### config.mk
export PLATFORM = sky130hd
export DESIGN_NAME = board_io_adapter
export DESIGN_NICKNAME = d
export VERILOG_FILES = /design/src/rtl/board_io_pkg.sv /design/src/rtl/board_io_adapter_btn_debounce.sv /design/src/rtl/board_io_adapter.sv
export SDC_FILE = /design/constraint.sdc
export NUM_CORES = 1
export LEC_CHECK = 0
export BUFFER_PORTS_ARGS = -buffer_cell sky130_fd_sc_hd__buf_2
export CORE_ASPECT_RATIO = 1.5
export CORE_MARGIN = 2
export CORE_UTILIZATION = 57
export CTS_BUF_LIST = sky130_fd_sc_hd__clkbuf_8
export CTS_CLUSTER_DIAMETER = 120
export DETAILED_ROUTE_END_ITERATION = 10
export PLACE_DENSITY = 0.77
export RECOVER_POWER = 25
export SKIP_CTS_REPAIR_TIMING = 1
export SKIP_LAST_GASP = 1
export SLEW_MARGIN = 20
export SYNTH_ARGS = -nofsm -noshare
export SYNTH_HDL_FRONTEND = slang
export SYNTH_HIERARCHICAL = 1
export SYNTH_SLANG_ARGS = --single-unit
### constraint.sdc
create_clock -name clk -period 2.7 [get_ports clk]
set_clock_uncertainty 0.05 [all_clocks]
set_input_delay 0.135 -clock clk [delete_from_list [all_inputs] [get_ports clk]]
set_output_delay 0.135 -clock clk [all_outputs]
set_load 0.03 [all_outputs]
### src/rtl/board_io_pkg.sv
// Shared defaults and colour-depth helper for the board I/O adapter.
// The expansion helper works on a fixed MAX_BPC-wide container; callers slice the result.
package board_io_pkg;

    localparam int DIV_DEF        = 4;
    localparam int N_BTN_DEF      = 3;
    localparam int DEB_CYCLES_DEF = 1000000;
    localparam int IN_BPC_DEF     = 1;
    localparam int OUT_BPC_DEF    = 4;
    localparam bit SYNC_IDLE_DEF  = 1'b1;
    localparam int MAX_BPC        = 16;
    localparam int IDXW           = $clog2(MAX_BPC);

    // MSB-first replication: output bit i (from the top) takes input bit (i mod in_bpc).
    function automatic logic [MAX_BPC-1:0] expand_bpc(input logic [MAX_BPC-1:0] in_v,
                                                      input int in_bpc,
                                                      input int out_bpc);
        logic [MAX_BPC-1:0] res;
        logic [IDXW-1:0]    oi;
        logic [IDXW-1:0]    ii;
        res = '0;
        for (int i = 0; i < MAX_BPC; i++) begin
            if (i < out_bpc && in_bpc > 0) begin
                oi      = IDXW'(out_bpc - 1 - i);
                ii      = IDXW'(in_bpc - 1 - (i % in_bpc));
                res[oi] = in_v[ii];
            end
        end
        return res;
    endfunction

endpackage

### src/rtl/board_io_adapter_btn_debounce.sv
// One button channel: 2-FF synchroniser, stability counter, debounced level and press flag.
// rise_now is combinational so the stretch register in the top sets on the same edge as the level.
module btn_debounce
    import board_io_pkg::*;
#(
    parameter int DEB_CYCLES = DEB_CYCLES_DEF
) (
    input  logic clk,
    input  logic rst_n,
    input  logic raw,
    output logic level,
    output logic rise_now
);

    localparam int            CW   = (DEB_CYCLES > 1) ? $clog2(DEB_CYCLES) : 1;
    localparam logic [CW-1:0] LAST = CW'(DEB_CYCLES - 1);

    logic [1:0]    sync_q;
    logic [CW-1:0] cnt_q, cnt_d;
    logic          level_q, level_d;
    logic          s;

    assign s = sync_q[1];

    always_comb begin
        cnt_d   = cnt_q;
        level_d = level_q;
        if (s == level_q) begin
            cnt_d = '0;
        end else if (cnt_q == LAST) begin
            level_d = s;
            cnt_d   = '0;
        end else begin
            cnt_d = cnt_q + 1'b1;
        end
    end

    always_ff @(posedge clk or negedge rst_n) begin
        if (!rst_n) begin
            sync_q  <= '0;
            cnt_q   <= '0;
            level_q <= 1'b0;
        end else begin
            sync_q  <= {sync_q[0], raw};
            cnt_q   <= cnt_d;
            level_q <= level_d;
        end
    end

    assign level    = level_q;
    assign rise_now = level_d & ~level_q;

endmodule

### src/rtl/board_io_adapter.sv
// Board-side adapter: pixel divider, debounced/stretched buttons, and a pix_ce-aligned
// video register that widens core colour to the DAC width.
module board_io_adapter
    import board_io_pkg::*;
#(
    parameter int DIV        = DIV_DEF,
    parameter int N_BTN      = N_BTN_DEF,
    parameter int DEB_CYCLES = DEB_CYCLES_DEF,
    parameter int IN_BPC     = IN_BPC_DEF,
    parameter int OUT_BPC    = OUT_BPC_DEF,
    parameter bit SYNC_IDLE  = SYNC_IDLE_DEF
) (
    input  logic               clk,
    input  logic               rst_n,
    input  logic [N_BTN-1:0]   btn_raw,
    output logic               pix_ce,
    output logic               pix_clk,
    output logic [N_BTN-1:0]   btn_level,
    output logic [N_BTN-1:0]   btn_rise,
    input  logic [IN_BPC-1:0]  core_r,
    input  logic [IN_BPC-1:0]  core_g,
    input  logic [IN_BPC-1:0]  core_b,
    input  logic               core_hs,
    input  logic               core_vs,
    output logic [OUT_BPC-1:0] vga_r,
    output logic [OUT_BPC-1:0] vga_g,
    output logic [OUT_BPC-1:0] vga_b,
    output logic               vga_hs,
    output logic               vga_vs
);

    if (DIV < 2 || (DIV % 2) != 0 || DEB_CYCLES < 1 || IN_BPC < 1 ||
        OUT_BPC < IN_BPC || OUT_BPC > MAX_BPC || N_BTN < 1) begin : g_bad_params
        $error("board_io_adapter: illegal parameter combination");
    end

    // Pixel divider
    localparam int            CW   = $clog2(DIV);
    localparam logic [CW-1:0] LAST = CW'(DIV - 1);
    localparam logic [CW-1:0] HALF = CW'(DIV / 2);

    logic [CW-1:0] cnt_q, cnt_d;
    logic          pix_clk_q;

    assign cnt_d  = (cnt_q == LAST) ? '0 : cnt_q + 1'b1;
    assign pix_ce = (cnt_q == LAST);

    always_ff @(posedge clk or negedge rst_n) begin
        if (!rst_n) begin
            cnt_q     <= '0;
            pix_clk_q <= 1'b0;
        end else begin
            cnt_q     <= cnt_d;
            pix_clk_q <= (cnt_d >= HALF);
        end
    end

    assign pix_clk = pix_clk_q;

    // Buttons
    logic [N_BTN-1:0] rise_now;
    logic [N_BTN-1:0] rise_q;

    for (genvar i = 0; i < N_BTN; i++) begin : g_btn
        btn_debounce #(
            .DEB_CYCLES(DEB_CYCLES)
        ) u_deb (
            .clk     (clk),
            .rst_n   (rst_n),
            .raw     (btn_raw[i]),
            .level   (btn_level[i]),
            .rise_now(rise_now[i])
        );
    end

    // A press pulse survives until a pix_ce edge that did not also set it.
    always_ff @(posedge clk or negedge rst_n) begin
        if (!rst_n) rise_q <= '0;
        else        rise_q <= (rise_q & ~{N_BTN{pix_ce}}) | rise_now;
    end

    assign btn_rise = rise_q;

    // Video register
    logic [MAX_BPC-1:0] r_x, g_x, b_x;
    logic [OUT_BPC-1:0] vga_r_q, vga_g_q, vga_b_q;
    logic               vga_hs_q, vga_vs_q;

    assign r_x = expand_bpc(MAX_BPC'(core_r), IN_BPC, OUT_BPC);
    assign g_x = expand_bpc(MAX_BPC'(core_g), IN_BPC, OUT_BPC);
    assign b_x = expand_bpc(MAX_BPC'(core_b), IN_BPC, OUT_BPC);

    always_ff @(posedge clk or negedge rst_n) begin
        if (!rst_n) begin
            vga_r_q  <= '0;
            vga_g_q  <= '0;
            vga_b_q  <= '0;
            vga_hs_q <= SYNC_IDLE;
            vga_vs_q <= SYNC_IDLE;
        end else if (pix_ce) begin
            vga_r_q  <= r_x[OUT_BPC-1:0];
            vga_g_q  <= g_x[OUT_BPC-1:0];
            vga_b_q  <= b_x[OUT_BPC-1:0];
            vga_hs_q <= core_hs;
            vga_vs_q <= core_vs;
        end
    end

    assign vga_r  = vga_r_q;
    assign vga_g  = vga_g_q;
    assign vga_b  = vga_b_q;
    assign vga_hs = vga_hs_q;
    assign vga_vs = vga_vs_q;

endmodule

* After elaboration in Yosys (flattened, before gate mapping) *
Cells that the tools add are included.
W data, S select, Z words.

storage, ports and cells
  bits of input ports = 10
  word-level logic and storage cells = 51
  register bits after elaboration = 80

cells by class
  eq/ne operators = 7
  bitwise gates (word level) = 9
  $lt $le $gt $ge = 1
  mux-type cells = 13
  $add $sub $neg = 4

operator list
  kind                     number
  $mux W20                 6
  $add A20 B1 Y20 const B  3
  $eq A20 B20 Y1 const B   3
  $mux W1                  6
  $and A1 B1 Y1            3
  $and A3 B3 Y3            1
  $eq A1 B1 Y1             3
  $not A1 Y1               3
  $not A3 Y3               1
  $or A3 B3 Y3             1
  $add A2 B1 Y2 const B    1
  $eq A2 B2 Y1 const B     1
  $ge A2 B2 Y1 const B     1
  $mux W2                  1

* Longest topological paths before layout *
  word-level depth = 5
  gate-level depth with buffers = 6
  gate-level depth less buffers = 6

* Hierarchy *
Netlist, hierarchy kept.

modules (own cells, without submodules)
  module            instances  cells an instance  area an instance (um^2)  seq. area each (um^2)
  btn_debounce      3          115                1111.1                   575.6
  board_io_adapter  1          32                 461.7                    252.7

* Worst setup path after synthesis *
OpenSTA, ideal clock, no wires.

  path kind = register -> register
  from = reg g_btn[0].u_deb.cnt_q[0]
  to = reg g_btn[0].u_deb.cnt_q[18]
  cell stages (with the launch flop) = 7
  arrival = 1.897 ns
  path slack = 0.675 ns
  library setup time = 0.078 ns
  period minus slack after synthesis = 2.025 ns
  cells stage by stage = dfrtp_1 -> ha_1 -> nand2_1 -> or4_1 -> buf_2 -> or4_1 -> a21oi_1

between the ends
  word-level cells in the longest chain between the ends = 3
  elaborated cells between the ends (all ways) = 4
  those cells by class = add/sub: 1; eq/ne: 1; mux: 2

ends and longest elaborated chain
  element                                            RTL line                                                                  text
  from (decl)                                        board_io_adapter_btn_debounce.sv:19                                       logic [CW-1:0] cnt_q, cnt_d;
  from (signal assigned)                             board_io_adapter_btn_debounce.sv:45                                       cnt_q <= cnt_d;
  $add A20 B1 Y20 or $eq A20 B20 Y1 (tied branches)  board_io_adapter_btn_debounce.sv:34, board_io_adapter_btn_debounce.sv:30
  $mux W20 *                                         board_io_adapter_btn_debounce.sv:30                                       end else if (cnt_q == LAST) begin
  $mux W20 *                                         board_io_adapter_btn_debounce.sv:28                                       if (s == level_q) begin
  net g_btn[0].u_deb.cnt_d[18]                       board_io_adapter_btn_debounce.sv:19

Mark *: on every way through the listed nets, which the timed path passes. The rest lies on a longest branch.
A chain may end at the register's enable or synchronous reset.

* Worst setup path in the final report *
  from = reg g_btn[2].u_deb.cnt_q[0]
  to = reg g_btn[2].u_deb.cnt_q[18]

between the ends
  word-level cells in the longest chain between the ends = 3
  elaborated cells between the ends (all ways) = 4
  those cells by class = add/sub: 1; eq/ne: 1; mux: 2

ends and longest elaborated chain
  element                                            RTL line
  from (decl)                                        board_io_adapter_btn_debounce.sv:19
  from (signal assigned)                             board_io_adapter_btn_debounce.sv:45
  $add A20 B1 Y20 or $eq A20 B20 Y1 (tied branches)  board_io_adapter_btn_debounce.sv:34, board_io_adapter_btn_debounce.sv:30
  $mux W20 *                                         board_io_adapter_btn_debounce.sv:30
  $mux W20 *                                         board_io_adapter_btn_debounce.sv:28
  net g_btn[2].u_deb.cnt_d[18]                       board_io_adapter_btn_debounce.sv:19

Marks and branches as above.

==> results.md <==
- Share of synthesized flip-flops with an asynchronous set or reset: 1.00
- Initial standard-cell utilization of the core: 0.585
- Sequential fraction of the synthesis area: 0.522
- Most Crowded Layer GR: met2
- Signed area change from the synthesized netlist to the final layout: 12.4%
- Rows: 36
- Gr ovfl total: 0
- Clock buffer depth: 2
- Share of layout cells above drive strength 1: 0.126
- CTS sink cnt: 79
- R2r startpoint: g_btn[2].u_deb/cnt_q[0]$_DFF_PN0_
- Cells taking the most area after synthesis: sky130_fd_sc_hd__dfrtp_1 51%, sky130_fd_sc_hd__nor2_1 4.5%, sky130_fd_sc_hd__xnor2_1 4.2%
- Height of the die: 104 um
- Routed vias: 2,792
- Clock transition at the registers of the reported paths: approximately 0.080 ns
- First-pass detailed-route iteration total: 4
- Final period demand of the worst path: 2.19 ns
- Met1 routing resource usage after global routing: 0.246
- Worst min-delay path category: reg -> reg
- Ratio of routed vias to standard cells: ~5.7
- Clock tree from TritonCTS: done
- Antenna cells: 0
- Final Max Slew Viols: 80
- Synth Flop Type: sky130_fd_sc_hd__dfrtp_1
- Logic depth of the worst register-to-register path: 5
- Max Clock Freq: 0.457 GHz
- Worst rel slew slack: -0.259
- Top library cells by usage in the layout, fill and taps aside: 77 x sky130_fd_sc_hd__dfrtp_1, 46 x sky130_fd_sc_hd__nor2_1, 24 x sky130_fd_sc_hd__nand3_1, 24 x sky130_fd_sc_hd__a21oi_1, 21 x sky130_fd_sc_hd__clkbuf_1
- DRC violation count after routing: 0
- Final Non-Filler Cells: between 400 and 500
- Via count of the first global-routing pass: 2,747
- Num CTS Buffers: 9
- Post-synthesis cell type count: 32
- Type of element launching the critical path: flop
- Wire length after detailed routing: roughly 7200 um
- Root cell of the clock tree: sky130_fd_sc_hd__clkbuf_8
- Violations in the final reports: capacitance limit, slew limit
- Synthesis warning total: 6
- Setup TNS after final layout: 0 ns
- Cell area after synthesis: 3790 sq um
- Final ANT Viol Nets: 0
- Instance count of the mapped netlist: 377
- Most common cell after layout, fill and taps aside: sky130_fd_sc_hd__dfrtp_1
- Crit. Startpoint: g_btn[2].u_deb/cnt_q[0]$_DFF_PN0_
- Data required time of the critical path: approximately 2.9 ns
- Count of boundary I/O pins: 32
- Largest net degree at the start of global routing: 80
- Total number of H-tree levels: 3
- First-pass GRT wire length: about 12,000 um
- Avg Inst Size Synth: 10.1 sq um
- Met3 usage: 0.0562
- Antenna violations before repair: 0
- Share of the synthesized area in the top cell type: 0.508
- Number of violations of the max-capacitance limit: 1
- Die area: 7340 sq um
- Critical setup path kind: reg -> reg
- Insertion delay of the later-clocked pin in the worst-skew pair: 0.35 ns
- Detail-routed net length per standard cell: 14.7 um
- Worst R2R End: g_btn[2].u_deb/cnt_q[18]$_DFF_PN0_
- R2R Setup Slk: slightly above 0.5 ns
- Power per standard cell area: approximately 600 nW/um^2
- Count of flip-flops with a built-in enable after synthesis: 0
- Largest driver fanout on the critical path: 8
- RePlAce Congestion: 0.829
- Met2 capacity usage during global routing: 0.361
- Half-perimeter wire length after placement: around 4800 um
- Worst Setup EP: g_btn[2].u_deb/cnt_q[18]$_DFF_PN0_
- Highest ir drop seen on vdd: between 0.5 and 0.6 mV
- Unrepaired setup endpoints after global routing: false
- Core region area: 6490 sq um
- Number of nets in the layout: roughly 420
- Number of nets produced by synthesis: roughly 390
- Final-report hold violation count: 0
- Overall track demand over capacity in global routing: 0.208
- Result of the run: finished, violations left
- Pin slew with the least headroom to its limit: 1.89 ns
- Part of the cycle the worst path needs: 0.811
- Cell type with the largest total area after synthesis: sky130_fd_sc_hd__dfrtp_1
- Instance count after placement with tap cells included: approximately 460
- Horiz. Die Dim: 70.6 um
- Arr. time, crit path: 2.41 ns
- Count of port buffers added during placement: 31
- Endpoint type of the worst setup path: flop
- Post-synthesis sequential element count: 79
- Detailed router's first-iteration violation count: 116
- Number of setup violations in the final report: 0
- Leak pwr: 0.00175 uW
==> state kept, by name (all words and copies together) (netlist names) <==
register,count
g_btn.u_deb/level,3
vga_g,1
btn_rise,3
g_btn.u_deb/sync_q,6
g_btn.u_deb/cnt_q,60
vga_b,1
vga_hs,1
vga_vs,1
vga_r,1
cnt_q,2
==> critical path, stage by stage (launching register included) <==
cell and delay, ns:
sky130_fd_sc_hd__dfrtp_1 0.41, sky130_fd_sc_hd__ha_1 0.24, sky130_fd_sc_hd__nand2_1 0.12, sky130_fd_sc_hd__or4_1 0.64, sky130_fd_sc_hd__or4_1 0.51, sky130_fd_sc_hd__a21oi_1 0.15
==> worst min path at each step <==
stage	from	to	slack [ns]	depth (start not counted)
after floorplan	rst_n	btn_rise[0]$_DFF_PN0_	-0.21	0
after global placement	btn_raw[0]	g_btn[0].u_deb/sync_q[0]$_DFF_PN0_	0.20	1
after detailed placement	btn_raw[0]	g_btn[0].u_deb/sync_q[0]$_DFF_PN0_	0.19	1
after CTS	btn_raw[0]	g_btn[0].u_deb/sync_q[0]$_DFF_PN0_	-0.19	1
after global routing	g_btn[2].u_deb/sync_q[0]$_DFF_PN0_	g_btn[2].u_deb/sync_q[1]$_DFF_PN0_	0.33	0
final	g_btn[2].u_deb/sync_q[0]$_DFF_PN0_	g_btn[2].u_deb/sync_q[1]$_DFF_PN0_	0.31	0
==> per-stage QoR <==
stage / utilization / total power (uW) / worst slack (ns) / hold WS [ns] / area, sq um
2_1_floorplan: - / 1310 / 0.675 / -0.211 / 3790
3_3_place_gp: 0.607 / 1350 / 0.629 / 0.195 / 3940
3_5_place_dp: 0.607 / 1360 / 0.523 / 0.194 / 3940
4_1_cts: 0.651 / 2570 / 0.507 / -0.191 / 4220
5_1_grt: 0.658 / 2640 / 0.257 / 0.329 / 4270
6_report: 0.658 / 2550 / 0.510 / 0.314 / 4270
==> layout make-up <==
class / count / area, sq um
Tap cell: 76 / 95.1
Clock inverter: 7 / 161
Sequential cell: 79 / 1980
Multi-Input combinational cell: 254 / 1590
Fill cell: 557 / 2220
Clock buffer: 9 / 124
Timing Repair Buffer: 44 / 249
Inverter: 19 / 71.3
==> Yosys cell counts (6+ instances only) <==
master and instances:
sky130_fd_sc_hd__nand4_1 9, sky130_fd_sc_hd__a21oi_1 24, sky130_fd_sc_hd__nand3_1 24, sky130_fd_sc_hd__or3_2 9, sky130_fd_sc_hd__nand2_1 12, sky130_fd_sc_hd__nor3_1 6
sky130_fd_sc_hd__or3_1 6, sky130_fd_sc_hd__buf_4 9, sky130_fd_sc_hd__nor2_1 46, sky130_fd_sc_hd__dfrtp_1 77, sky130_fd_sc_hd__clkbuf_1 12, sky130_fd_sc_hd__xnor2_1 18
sky130_fd_sc_hd__inv_1 19, sky130_fd_sc_hd__o21ai_0 18, sky130_fd_sc_hd__o31ai_1 9, sky130_fd_sc_hd__nor4_1 6, sky130_fd_sc_hd__or4_1 15, sky130_fd_sc_hd__xor2_1 15
==> power by group <==
part / switching, uW / internal, uW
registers: 20.1 / 1200
clock network: 419 / 798
logic: 77.2 / 34.7
==> logic make-up (layout without fill, tap and decap cells) <==
group	after synthesis	in the layout	share of synthesized area
fa+ha+maj	5	5	0.0165
xor+xnor	33	33	0.0762
buf+inv	44	79	0.0554
flops	79	79	0.522
simple gates	154	154	0.223
compound gates	54	54	0.0791
mux	8	8	0.0287
==> routing by layer <==
metal / routed length (um) / share of wire / vias up
li1: - / - / 1366
met1: 2970 / 0.41 / 1386
met2: 3940 / 0.55 / 32
met3: 204 / 0.028 / 8
met4: 70 / 0.0097 / 0
met5: 0 / 0 / -
(Power assumes the default switching activity.)
